File: config.mk
export PLATFORM = sky130hd
export DESIGN_NAME = tbcm_arbiter_client
export DESIGN_NICKNAME = d
export VERILOG_FILES = /design/src/rtl/tbcm_arbiter_client.sv
export SDC_FILE = /design/constraint.sdc
export NUM_CORES = 1
export LEC_CHECK = 0
export CORE_MARGIN = 3
export CORE_UTILIZATION = 50
export DETAILED_ROUTE_END_ITERATION = 8
export HOLD_SLACK_MARGIN = 0.05
export PLACE_DENSITY = 0.87
export SLEW_MARGIN = 5
export SYNTH_ARGS = -nofsm -noshare
export SYNTH_HDL_FRONTEND = slang
export SYNTH_SLANG_ARGS = --single-unit
File: constraint.sdc
create_clock -name clk -period 1.93 [get_ports clk]
set_input_delay 0.386 -clock clk [delete_from_list [all_inputs] [get_ports clk]]
set_output_delay 0.386 -clock clk [all_outputs]
set_load 0.01 [all_outputs]
File: src/rtl/tbcm_arbiter_client.sv
// Requester-side agent for the matrix arbiter: buffers an upstream packet stream in a
// 2-entry FIFO, holds a request for a whole packet ownership and forwards beats while granted.
module tbcm_arbiter_client #(
  parameter int DATA_WIDTH = 32,
  parameter int MAX_BEATS  = 0
) (
  input  logic                  clk,
  input  logic                  rst_n,
  input  logic                  i_valid,
  output logic                  o_ready,
  input  logic [DATA_WIDTH-1:0] i_data,
  input  logic                  i_last,
  output logic                  o_request,
  input  logic                  i_grant,
  output logic                  o_free,
  output logic                  o_valid,
  input  logic                  i_ready,
  output logic [DATA_WIDTH-1:0] o_data,
  output logic                  o_last,
  output logic                  o_owner
);

  localparam int CNT_W   = (MAX_BEATS < 1) ? 1 : $clog2(MAX_BEATS + 1);
  localparam int ENTRY_W = DATA_WIDTH + 1;
  localparam bit HAS_LIMIT = (MAX_BEATS != 0);
  localparam logic [CNT_W-1:0] LIMIT_M1 = HAS_LIMIT ? CNT_W'(MAX_BEATS - 1) : '0;

  typedef enum logic {
    IDLE = 1'b0,
    OWN  = 1'b1
  } state_e;

  state_e             state_q, state_d;
  logic [CNT_W-1:0]   cnt_q, cnt_d;
  logic [ENTRY_W-1:0] mem_q [2];
  logic               wr_ptr_q, rd_ptr_q;
  logic [1:0]         count_q, count_d;

  logic               full, empty;
  logic               wr_en, rd_en;
  logic               req;
  logic               end_own;
  logic [ENTRY_W-1:0] head;

  assign full  = (count_q == 2'd2);
  assign empty = (count_q == 2'd0);
  assign head  = mem_q[rd_ptr_q];

  // Request is held across upstream gaps for the whole ownership.
  assign req     = (state_q == OWN) || !empty;
  assign o_valid = !empty && i_grant && req;
  assign o_ready = !full;

  assign wr_en = i_valid && o_ready;
  assign rd_en = o_valid && i_ready;

  // Ownership ends on the packet's last beat, or when the beat limit forces a yield.
  assign end_own = rd_en && (head[DATA_WIDTH] || (HAS_LIMIT && (cnt_q == LIMIT_M1)));

  assign o_request = req;
  assign o_free    = end_own;
  assign o_owner   = (state_q == OWN);
  assign o_data    = head[DATA_WIDTH-1:0];
  assign o_last    = head[DATA_WIDTH];

  always_comb begin
    // NOTE: every variable gets a default first so no path leaves it unassigned (no latch).
    count_d = count_q;
    case ({wr_en, rd_en})
      2'b10:   count_d = count_q + 2'd1;
      2'b01:   count_d = count_q - 2'd1;
      default: count_d = count_q;
    endcase
  end

  // NOTE: sequential state uses non-blocking assignments so all registers update together.
  always_ff @(posedge clk or negedge rst_n) begin
    if (!rst_n) begin
      // NOTE: storage is reset too, so o_data/o_last read zero out of reset.
      mem_q    <= '{default: '0};
      wr_ptr_q <= 1'b0;
      rd_ptr_q <= 1'b0;
      count_q  <= 2'd0;
    end else begin
      if (wr_en) begin
        mem_q[wr_ptr_q] <= {i_last, i_data};
        wr_ptr_q        <= ~wr_ptr_q;
      end
      if (rd_en) begin
        rd_ptr_q <= ~rd_ptr_q;
      end
      count_q <= count_d;
    end
  end

  always_comb begin
    state_d = state_q;
    cnt_d   = cnt_q;
    case (state_q)
      IDLE:    if (rd_en && !end_own) state_d = OWN;
      OWN:     if (end_own) state_d = IDLE;
      default: state_d = IDLE;
    endcase
    if (end_own) begin
      cnt_d = '0;
    end else if (rd_en) begin
      cnt_d = cnt_q + 1'b1;
    end
  end

  always_ff @(posedge clk or negedge rst_n) begin
    if (!rst_n) begin
      state_q <= IDLE;
      cnt_q   <= '0;
    end else begin
      state_q <= state_d;
      cnt_q   <= cnt_d;
    end
  end

endmodule

==> flow_metrics.env <==
export IMPL_synth_common_cells="71 x dfrtp_1, 60 x mux2_4, 39 x mux2_2"
export IMPL_endpoint="o_data[24]"
export IMPL_hold_slack_ns=0.480
export IMPL_final_setup_tns_ns=-0.0377
export IMPL_crit_arrival_ns=1.56
export IMPL_crit_path_top_delay_cell="dfrtp_2"
export IMPL_cp_depth=5
export IMPL_grt_max_degree=37
export IMPL_grt_pass1_vias=2174
export IMPL_ant_nets=0
export IMPL_slowest_delay_ns=0.44
export IMPL_area_growth_pct=31.6
export IMPL_crit_buf_inv=4
export IMPL_timing_rr_start="count_q[1]"
export IMPL_rr_endpoint="mem_q[17]"
export IMPL_final_setup_viol_count=2
export IMPL_max_cap_violations=0
export IMPL_cp_end_kind="output pin"
export IMPL_final_cells=376
export IMPL_grtUsageTotal=0.180
export IMPL_antenna_found_initial=0
export IMPL_p_per_area_mw_per_mm2=1840
export IMPL_required_ns=1.54
export IMPL_seq_area_frac_synth=0.521
export IMPL_dp_hpwl_mm=4.41
export IMPL_tritoncts="yes"
export IMPL_path_class="register to output pin"
export IMPL_async_flop_share=1.00
export IMPL_utilization=0.692
export IMPL_vias_per_cell=5.15
export IMPL_rsz0062_at_grt="yes"
export IMPL_power_leakage_nw=2.09
export IMPL_ys_ff_latch=71
export IMPL_start_util=0.525
export IMPL_hold_viol=0
export IMPL_critPathMostFrequentCell="buf_12"
export IMPL_via_count=1937
export IMPL_postLayoutSetupSlackWorst_ns=-0.0203
export IMPL_violations="negative setup slack"
export IMPL_post_place_cells=349
export IMPL_nets=334
export IMPL_first_iter_violations=48
export IMPL_drive_gt1_frac=0.582
export IMPL_yosysTopAreaCell="dfrtp_1"
export IMPL_ios=76
export IMPL_netlist_area_mm2=0.00341
export IMPL_cts_buffers=9
export IMPL_period_share=1.01
export IMPL_die_w_um=88.6
export IMPL_timing_clock_skew_ns=0.0137
export IMPL_drt_drc_violations_left=0
export IMPL_diodes=0
export IMPL_yosysMostFrequentCell="dfrtp_1"
export IMPL_grt_pass1_wl_mm=10.6
export IMPL_rows=29
export IMPL_syn_avg_cell_area_um2=17.1
export IMPL_cts_path_max_buffers=2
export IMPL_yosys_top_cells_area="dfrtp_1 52%, mux2_4 26%, mux2_2 13%, buf_12 3.5%, xnor2_1 1.0%"
export IMPL_report_final_slew_viol_count=0
export IMPL_slew_headroom=0.690
export IMPL_synth_top_cell_area_share=0.521
export IMPL_insertion_delay_ns=0.33
export IMPL_cts_root_buf="clkbuf_8"
export IMPL_outcome="finished with violations"
export IMPL_synth_cell_type_count=21
export IMPL_synth_cells=200
export IMPL_grt_ovfl_total=0
export IMPL_crit_path_start_kind="register"
export IMPL_rrSetupSlack_ns=0.32
export IMPL_period_minus_slack_ns=1.95
export IMPL_hold_path_depth=1
export IMPL_core_area_mm2=0.00649
export IMPL_yosysWarnings=0
export IMPL_die_area_mm2=0.00785
export IMPL_hold_path_class="register to register"
export IMPL_htreeDepth=3
export IMPL_synth_ff_type="dfrtp_1"
export IMPL_synth_fp_nets=239
export IMPL_numClockSinks=71
export IMPL_fmax_mhz=513
export IMPL_ir_worst_vdd_uv=906
export IMPL_reg2reg_depth=5
export IMPL_portBuffers=75
export IMPL_first_pass_iters=4
export IMPL_totalWireLength_mm=6.91
export IMPL_cp_max_fo=5
export IMPL_die_h_um=88.6
export IMPL_synth_edf_count=0
export IMPL_routabilityCongestion=0.728
export IMPL_path_clk_slew_ns=0.08
export IMPL_fillers=442
export IMPL_wl_per_cell_um=18.4
export IMPL_path_delay_family="buffers and inverters"
export IMPL_worstMarginPinSlew_ns=0.465
export IMPL_setup_worst_path_start="rd_ptr_q"
export IMPL_cp_cell_sequence="buf_12 > buf_12 > buf_4 > mux2_2 > buf_6"
-- through the flow --
stage / area [µm²] / setup slack, ns / power, W
6_report: 4490 / -0.0203 / 0.00828
5_1_grt: 4490 / -0.0803 / 0.00875
3_3_place_gp: 4240 / -0.0778 / 0.00699
4_1_cts: 4500 / -0.0506 / 0.00837
2_1_floorplan: 3410 / 0.403 / 0.00549
3_5_place_dp: 4240 / -0.120 / 0.00712
-- timing repair --
item,4_1_cts,5_1_grt
hold endpoints to repair,35,0
gates cloned,2,1
setup buffers,9,1
hold buffers,1,0
resized for setup,152,7
endpoints found under the setup margin,35,14
-- cell usage in the layout (no fill, tap or decap), drive strengths merged, types with 2 or more instances in the layout --
cell	instances
clkinv	5
xnor2	4
clkdlybuf4s50	37
clkdlybuf4s15	2
buf	53
clkbuf	10
dlymetal6s2s	2
dfrtp	71
mux2	99
nand2	2
-- cell families (layout without fill, tap and decap cells) --
family | Yosys count | count (layout) | synth area share
multiplexers | 99 | 99 | 0.393
flip-flops | 71 | 71 | 0.521
AO/OA/AOI/OAI | 3 | 3 | 0.00587
XOR/XNOR | 5 | 5 | 0.0128
buffers and inverters | 13 | 112 | 0.0484
AND/OR/NAND/NOR | 8 | 8 | 0.0158
adder cells (fa/ha/maj) | 1 | 1 | 0.00367
-- power by group --
part / internal, W / switching [W]
sequential: 0.00227 / 0.000458
combinational: 0.00286 / 0.00156
clock: 0.000587 / 0.000546
-- cell type report --
type | instances | area [µm²] | area share
flip-flops and latches | 71 | 1780 | 0.396
repair buffers | 96 | 942 | 0.210
inverters | 1 | 3.75 | 0.000836
well taps | 77 | 96.3 | 0.0214
clock buffers | 9 | 124 | 0.0276
clock inverters | 6 | 62.6 | 0.0139
multi-input cells | 116 | 1480 | 0.330
-- worst min path at each step --
stage | startpoint | end
2_1_floorplan | rst_n | asynchronous set/reset pin
3_3_place_gp | rst_n | count_q[1]
3_5_place_dp | rst_n | count_q[1]
4_1_cts | wr_ptr_q | wr_ptr_q
5_1_grt | wr_ptr_q | wr_ptr_q
6_report | wr_ptr_q | wr_ptr_q
-- per-layer routing --
layer  global-route usage  part of all wire  vias to the layer above
li1                     -                 -                      900
met1                0.218              0.43                      987
met2                0.309              0.52                       43
met3               0.0382             0.043                        7
met4               0.0824            0.0097                        0
met5                    0                 0                        -
-- flip-flops by register name, summed over array words and instances, names as in the netlist, named ones only --
register  flops
count_q       2
mem_q        66
rd_ptr_q      1
wr_ptr_q      1
Note: power is estimated with default switching activity, not from simulation.
